`config.mk`:
```
export PLATFORM = sky130hd
export DESIGN_NAME = mem_xform_port
export DESIGN_NICKNAME = d
export VERILOG_FILES = /design/src/rtl/mem_xform_pkg.sv /design/src/rtl/spmem_core.sv /design/src/rtl/mem_xform_port.sv
export SDC_FILE = /design/constraint.sdc
export NUM_CORES = 1
export LEC_CHECK = 0
export BUFFER_PORTS_ARGS = -buffer_cell sky130_fd_sc_hd__buf_2
export CAP_MARGIN = 20
export CELL_PAD_IN_SITES_DETAIL_PLACEMENT = 1
export CELL_PAD_IN_SITES_GLOBAL_PLACEMENT = 2
export CORE_ASPECT_RATIO = 1.25
export CORE_MARGIN = 2
export CORE_UTILIZATION = 49
export DETAILED_ROUTE_END_ITERATION = 7
export GPL_ROUTABILITY_DRIVEN = 0
export GPL_TIMING_DRIVEN = 0
export HOLD_SLACK_MARGIN = 0.12
export PLACE_DENSITY = 0.85
export SYNTH_ARGS = -nofsm -noshare
export SYNTH_HDL_FRONTEND = slang
export SYNTH_SLANG_ARGS = --single-unit
export TNS_END_PERCENT = 5
```
`constraint.sdc`:
```
create_clock -name clk -period 10.4 [get_ports clk]
set_input_delay 0.52 -clock clk [delete_from_list [all_inputs] [get_ports clk]]
set_output_delay 0.52 -clock clk [all_outputs]
set_load 0.005 [all_outputs]
```
`src/rtl/mem_xform_pkg.sv`:
```
// Shared opcodes, FSM encodings and widths for the mem_xform_port block.
package mem_xform_pkg;

  localparam int unsigned OP_W  = 2;
  localparam int unsigned CNT_W = 16;

  localparam logic [OP_W-1:0] OP_WRITE    = 2'b00;
  localparam logic [OP_W-1:0] OP_READ     = 2'b01;
  localparam logic [OP_W-1:0] OP_READ_INV = 2'b10;
  localparam logic [OP_W-1:0] OP_RMW_INC  = 2'b11;

  typedef enum logic [1:0] {
    S_IDLE = 2'd0,
    S_READ = 2'd1,
    S_RESP = 2'd2
  } state_e;

endpackage

```
`src/rtl/spmem_core.sv`:
```
// Single-port RAM: synchronous write, registered read-first output, no reset.
module spmem_core #(
  parameter int unsigned DATA_WIDTH = 32,
  parameter int unsigned ADDR_WIDTH = 4
) (
  input  logic                  clk,
  input  logic                  we_i,
  input  logic [ADDR_WIDTH-1:0] addr_i,
  input  logic [DATA_WIDTH-1:0] data_i,
  output logic [DATA_WIDTH-1:0] out_o
);

  localparam int unsigned DEPTH = 1 << ADDR_WIDTH;

  logic [DATA_WIDTH-1:0] mem [DEPTH];

  always_ff @(posedge clk) begin
    if (we_i) mem[addr_i] <= data_i;
    out_o <= mem[addr_i];
  end

endmodule

```
`src/rtl/mem_xform_port.sv`:
```
// Valid/ready front end to a single-port RAM with read, inverted read and
// atomic increment; one read-type access in flight at a time.
module mem_xform_port
  import mem_xform_pkg::*;
#(
  parameter int unsigned DATA_WIDTH = 32,
  parameter int unsigned ADDR_WIDTH = 4
) (
  input  logic                  clk,
  input  logic                  rst_n,
  input  logic                  req_valid_i,
  output logic                  req_ready_o,
  input  logic [OP_W-1:0]       req_op_i,
  input  logic [ADDR_WIDTH-1:0] req_addr_i,
  input  logic [DATA_WIDTH-1:0] req_wdata_i,
  output logic                  rsp_valid_o,
  input  logic                  rsp_ready_i,
  output logic [DATA_WIDTH-1:0] rsp_data_o,
  output logic [CNT_W-1:0]      rsp_count_o
);

  state_e                state_q;
  logic [OP_W-1:0]       op_q;
  logic [ADDR_WIDTH-1:0] addr_q;
  logic                  rsp_valid_q;
  logic [DATA_WIDTH-1:0] rsp_data_q;
  logic [CNT_W-1:0]      rsp_count_q;

  logic                  accept_c;
  logic                  mem_we_c;
  logic [ADDR_WIDTH-1:0] mem_addr_c;
  logic [DATA_WIDTH-1:0] mem_wdata_c;
  logic [DATA_WIDTH-1:0] mem_rdata;

  assign req_ready_o = (state_q == S_IDLE);
  assign accept_c    = req_valid_i && req_ready_o;
  assign rsp_valid_o = rsp_valid_q;
  assign rsp_data_o  = rsp_data_q;
  assign rsp_count_o = rsp_count_q;

  // RAM port mux: requester owns the port in IDLE, the latched access in READ
  always_comb begin
    mem_we_c    = 1'b0;
    mem_addr_c  = req_addr_i;
    mem_wdata_c = req_wdata_i;
    if (state_q == S_READ) begin
      mem_addr_c  = addr_q;
      mem_wdata_c = mem_rdata + DATA_WIDTH'(1);
      mem_we_c    = (op_q == OP_RMW_INC);
    end else if (state_q == S_IDLE) begin
      mem_we_c = accept_c && (req_op_i == OP_WRITE);
    end
  end

  spmem_core #(
    .DATA_WIDTH(DATA_WIDTH),
    .ADDR_WIDTH(ADDR_WIDTH)
  ) u_mem (
    .clk   (clk),
    .we_i  (mem_we_c),
    .addr_i(mem_addr_c),
    .data_i(mem_wdata_c),
    .out_o (mem_rdata)
  );

  always_ff @(posedge clk or negedge rst_n) begin
    if (!rst_n) begin
      state_q     <= S_IDLE;
      op_q        <= OP_READ;
      addr_q      <= '0;
      rsp_valid_q <= 1'b0;
      rsp_data_q  <= '0;
      rsp_count_q <= '0;
    end else begin
      case (state_q)
        S_IDLE: begin
          if (accept_c && (req_op_i != OP_WRITE)) begin
            op_q    <= req_op_i;
            addr_q  <= req_addr_i;
            state_q <= S_READ;
          end
        end
        S_READ: begin
          rsp_data_q  <= (op_q == OP_READ_INV) ? ~mem_rdata : mem_rdata;
          rsp_valid_q <= 1'b1;
          state_q     <= S_RESP;
        end
        S_RESP: begin
          if (rsp_ready_i) begin
            rsp_valid_q <= 1'b0;
            rsp_count_q <= rsp_count_q + CNT_W'(1);
            state_q     <= S_IDLE;
          end
        end
        default: state_q <= S_IDLE;
      endcase
    end
  end

endmodule

```
# Word-level counts from Yosys, hierarchy flattened
# Memories as Yosys holds them, arrays and structs flattened. A register that Yosys moved wholly into a read port is not among the register bits.
# Index checks and enable logic that the tools add are counted.
[totals]
reg_bits = 57
latchBits = 0
ram_bits = 512
romBits = 0
input_bits = 42
output_inout_bits = 50
wordCells = 39
n_memories = 1
[op_classes]
n_addsub = 2
mul = 0
n_div = 0
n_lt_le_gt_ge = 0
n_eq_ne = 6
shifts = 0
n_mux = 12
bitwise = 1
reduce_logical = 11
[memory_table]
columns = ["memory", "depth", "word_bits", "read_ports", "rd_ports_with_merged_regs", "wr", "line_no", "text"]
rows = [
  ["u_mem.mem", 16, 32, 1, 1, 1, "spmem_core.sv:15", "logic [DATA_WIDTH-1:0] mem [DEPTH];"],
]
[ops]
columns = ["op", "count"]
rows = [
  ["32-bit 2-to-1 mux", 2],
  ["32-bit by 1-bit adder with 32-bit output, second input constant", 1],
  ["32-bit inverter", 1],
  ["16-bit by 1-bit adder with 16-bit output, second input constant", 1],
  ["2-bit AND reduction", 4],
  ["2-bit equality test, second input constant", 3],
  ["2-bit case mux with 3 select lines", 1],
  ["1-bit 2-to-1 mux", 5],
  ["2-bit zero test", 2],
  ["2-bit 2-to-1 mux", 2],
  ["4-bit 2-to-1 mux", 1],
  ["2-bit nonzero test", 2],
  ["1-bit logical AND", 3],
  ["2-bit by 1-bit equality test with 1-bit output, second input constant", 1],
  ["2-bit by 1-bit != test with 1-bit output, second input constant", 1],
  ["2-bit != test, second input constant", 1],
  ["1-bit case mux with 2 select lines", 1],
]

# Depth between registers and ports, before layout
[depth]
word_depth = 7
depth_mapped = 8
depth_no_buf = 6

# Cells and area by module
# Synthesis repeated with hierarchy kept, for this count alone.
[hier_totals]
cells_unflattened = 1266
hier_area_um2 = 23420.0
[modules_own_cells]
columns = ["mod", "instances", "cells_per_inst", "area_per_inst_um2", "seq_area_each_um2"]
rows = [
  ["spmem_core", 1, 840, 19862.8, 16015.4],
  ["mem_xform_port", 1, 426, 3557.2, 1427.6],
]

# Worst setup path before layout
# No wires, ideal clock.
[synth_timing]
path_kind = "reg-to-reg"
startpoint = "register state_q[1]"
endpoint = "memory u_mem.mem[0][0], enable pin"
setup_time_ps = 421
t_arrival_ps = 3075
required_ps = 9979
slack_ps = 6904
stages_incl_launch_ff = 7
n_path_buf = 2
period_less_slack_ps = 3496
path_cell_list = "dfrtp_1 > or4b_2 > o31ai_1 > buf_2 > buf_2 > nand2_1 > nor2_1"
[synth_between]
elab_chain_cells = 7
elab_cells_between_ends = 9
cone_classes = "1 x eq/ne; 5 x mux; 3 x reduce/logical"
[synth_lines]
columns = ["element", "line_no", "text"]
rows = [
  ["start: declaration", "mem_xform_port.sv:22", "state_e state_q;"],
  ["start signal: assignment", "mem_xform_port.sv:68", "state_q <= S_IDLE;"],
  ["start signal: assignment", "mem_xform_port.sv:80", "state_q <= S_READ;"],
  ["start signal: assignment", "mem_xform_port.sv:86", "state_q <= S_RESP;"],
  ["2-bit zero test", "mem_xform_port.sv:35, mem_xform_port.sv:50", ""],
  ["1-bit logical AND", "mem_xform_port.sv:36", "assign accept_c = req_valid_i && req_ready_o;"],
  ["1-bit logical AND", "mem_xform_port.sv:51", "mem_we_c = accept_c && (req_op_i == OP_WRITE);"],
  ["1-bit 2-to-1 mux", "mem_xform_port.sv:50", "end else if (state_q == S_IDLE) begin"],
  ["1-bit 2-to-1 mux", "mem_xform_port.sv:46", "if (state_q == S_READ) begin"],
  ["1-bit 2-to-1 mux", "spmem_core.sv:18", "if (we_i) mem[addr_i] <= data_i;"],
  ["1-bit 2-to-1 mux (not written as such)", "spmem_core.sv:18", ""],
  ["end: declaration", "spmem_core.sv:15", ""],
]
# Parallel ways exist; a longest one is shown, timed or not.

# Worst setup path after layout
[layout_timing]
startpoint = "register state_q[1]"
endpoint = "memory u_mem.mem[6][20], enable pin"
# The elaborated chain is that of the path after synthesis.

==> metrics <==
outcome finished clean; PwrDens 237.1 nW/um^2; max-cap violation count 0; cell taking the most area after synthesis edfxtp_1; Final ANT Viol Nets 0; most common cell after layout, fill and taps aside edfxtp_1; vias per inst 6.373; PortBufs 91; Die Y 245.0 um; GRT overflow 0; R2R depth 7; peak supply drop 164.0 uV; crit path from state_q[1]; GRT Overall Usage 0.3054; ys flop type edfxtp_1; kind of critical path reg2reg; most frequent cells in the layout edfxtp_1, a22oi_1, buf_2; die area 48,200 sq um; syn avg cell area 15.60 sq um; synthesized area 22,760 sq um; Ports 92; Sw Share 0.2871; Iteration-0 DRC Markers 1,549; Comb power frac 0.181; Worst Path Required 10,690 ps; crit path DAT 4440 ps; Fillers 4,324; Fin. Hold Viols 0; Sinks on Clock Net 601; ranking of synthesized cells by area edfxtp_1, a22oi_1, dfrtp_1, a21oi_1, dfxtp_1; worst skew pair latency 610 ps; leakage power 8.968 nW; RSZ-0062 raised after global routing false; Clock Path Buffers 3; DR vias 14,590; core area 46,020 sq um; H-tree depth 2; Die X 196.8 um; drt drc 0; Worst setup EP type flip-flop; diode count 0; r2r setup slk 6250 ps; internal power 0.004499 W; Min Clock Period, post-route 4146 ps; sw power 0.001812 W; CTS resizes 0; register area share after synthesis 0.7663; Max Slew Vio Count 0; Seq cells post-synth 601; Seq pwr share 0.480; nets@finish 1,701; Slew HR 0.2001; number of flops mapped to enable cells by yosys 512; starting density of the core 0.4946; first drt pass iteration count 5; area grow syn2layout 16.93%; clock edge transition at the registers on the reported setup and hold paths 60 ps; crit path to u_mem.mem[6][20]; worst min path class in2reg; Num CTS Buffers 57; CTS tree yes; cells after synthesis 1,459; final wirelength 72,900 um; Startpoint Class flip-flop; vias in the first global route 15,440; largest net degree at the start of global routing 58; Root Buffer clkbuf_16; FF-to-FF End u_mem.mem[6][20]; async set-reset flop share out of synthesis 0.09484; initial antenna violation count 0; DR WL/cell 31.84 um; post-synth top area share 0.6755; cell row count 88; HPWL Detailed 47,900 um; Yosys cell types 43; Yosys warning total 0; first-pass GRT wire length 105,000 um; Worst R2R Start state_q[1]; worst-path fanout max 17; Highest Clock Rate 241.2 MHz; Max Clock Skew 19.13 ps; clock network power share 0.339; Syn Nets 1,503; Slew @ Worst Pin 1200 ps; fin crit share 0.3987; final setup fails 0; layout cell share with drive strength beyond 1 0.1689; Setup TNS Final 0 ps; Hold WS 146.6 ps
sequential cells by signal (all words and copies together), names as in the netlist:
signal / flops
addr_q: 4
op_q: 2
rsp_count_o: 16
rsp_data_o: 32
rsp_valid_o: 1
state_q: 2
u_mem.mem: 512
u_mem.out_o: 32
kinds of logic after synthesis:
group | count (synthesis) | synth area share
xor gates and xnor gates | 77 | 0.02963
and+or+nand+nor | 222 | 0.04969
adders and majority gates | 2 | 0.001099
muxes | 6 | 0.002913
DFF | 601 | 0.7663
AOI/OAI and AO/OA | 456 | 0.1307
buffers and inverters | 95 | 0.01962
metal layers:
layer / vias to the layer above / wire [um] / track usage
li1: 6157 / - / -
met1: 7452 / 25910 / 0.3631
met2: 803 / 37880 / 0.5427
met3: 182 / 5614 / 0.04740
met4: 0 / 3506 / 0.1466
met5: - / 0 / 0
layout make-up:
| cell class | count | area [sq um] | share of cell area |
|---|---|---|---|
| Clock inverter | 23 | 267.8 | 0.01006 |
| Sequential cell | 601 | 17440 | 0.6554 |
| Tap cell | 585 | 732.0 | 0.02750 |
| Multi-Input combinational cell | 763 | 5002 | 0.1880 |
| Inverter | 3 | 11.26 | 0.0004231 |
| Clock buffer | 84 | 1650 | 0.06201 |
| Timing Repair Buffer | 139 | 1072 | 0.04029 |
| Buffer | 92 | 435.4 | 0.01636 |
worst min-delay path by stage:
stage	depth (start not counted)	to	startpoint	slack (ps)
after floorplan	0	addr_q[0]	rst_n	220
after global placement	1	rsp_count_o[15]	rsp_count_o[15]	460
after detailed placement	1	rsp_count_o[15]	rsp_count_o[15]	470
after CTS	3	op_q[0]	req_op_i[0]	130
after global routing	3	op_q[0]	req_op_i[0]	180
final	3	op_q[0]	req_op_i[0]	150
critical path, stage by stage, from the launching register on:
cell      delay, ps
dfrtp_1         450
and2b_1         300
o31ai_1         590
clkbuf_1        650
buf_2           450
nand2_1         320
nor2_4          750
buf_12          300
power groups by stage:
stage	Combinational [W]	Clock, W	Sequential [W]
5_1_grt	0.00123	0.00223	0.00305
3_5_place_dp	0.00112	0	0.00308
2_1_floorplan	0.000612	0	0.00304
4_1_cts	0.00113	0.00215	0.00303
6_report	0.00114	0.00214	0.00303
3_3_place_gp	0.00102	0	0.00307
synth_stat cells, types with 7 or more instances:
cell type  instances
buf_2             30
a22oi_1          256
or4_1             32
clkbuf_1          53
nand2_1           91
xnor2_1           49
dfrtp_1           56
nand3_1           19
nand4_1           17
o21ai_0           61
a21oi_1          128
xor2_1            28
edfxtp_1         512
nor2_1            28
buf_6              7
and3_1             7
dfxtp_1           32
timing repair:
item                                    CTS  global route
hold buffers                              2             0
endpoints found under the setup margin    0             0
buffers inserted                          0             0
endpoints found under the hold margin    57             0
through the flow:
| stage | area [sq um] | util | power [W] | instances | worst slack (ps) |
|---|---|---|---|---|---|
| after global placement | 23950 | 0.5204 | 0.004096 | 2135 | 4003 |
| after global routing | 26610 | 0.5783 | 0.006506 | 2290 | 6200 |
| after detailed placement | 24630 | 0.5353 | 0.004196 | 2176 | 6325 |
| after CTS | 26570 | 0.5774 | 0.006305 | 2285 | 6301 |
| after floorplan | 22760 | - | 0.003648 | 1459 | 6904 |
| final | 26610 | 0.5783 | 0.006311 | 2290 | 6254 |
Power figures use the tool's default switching activity.
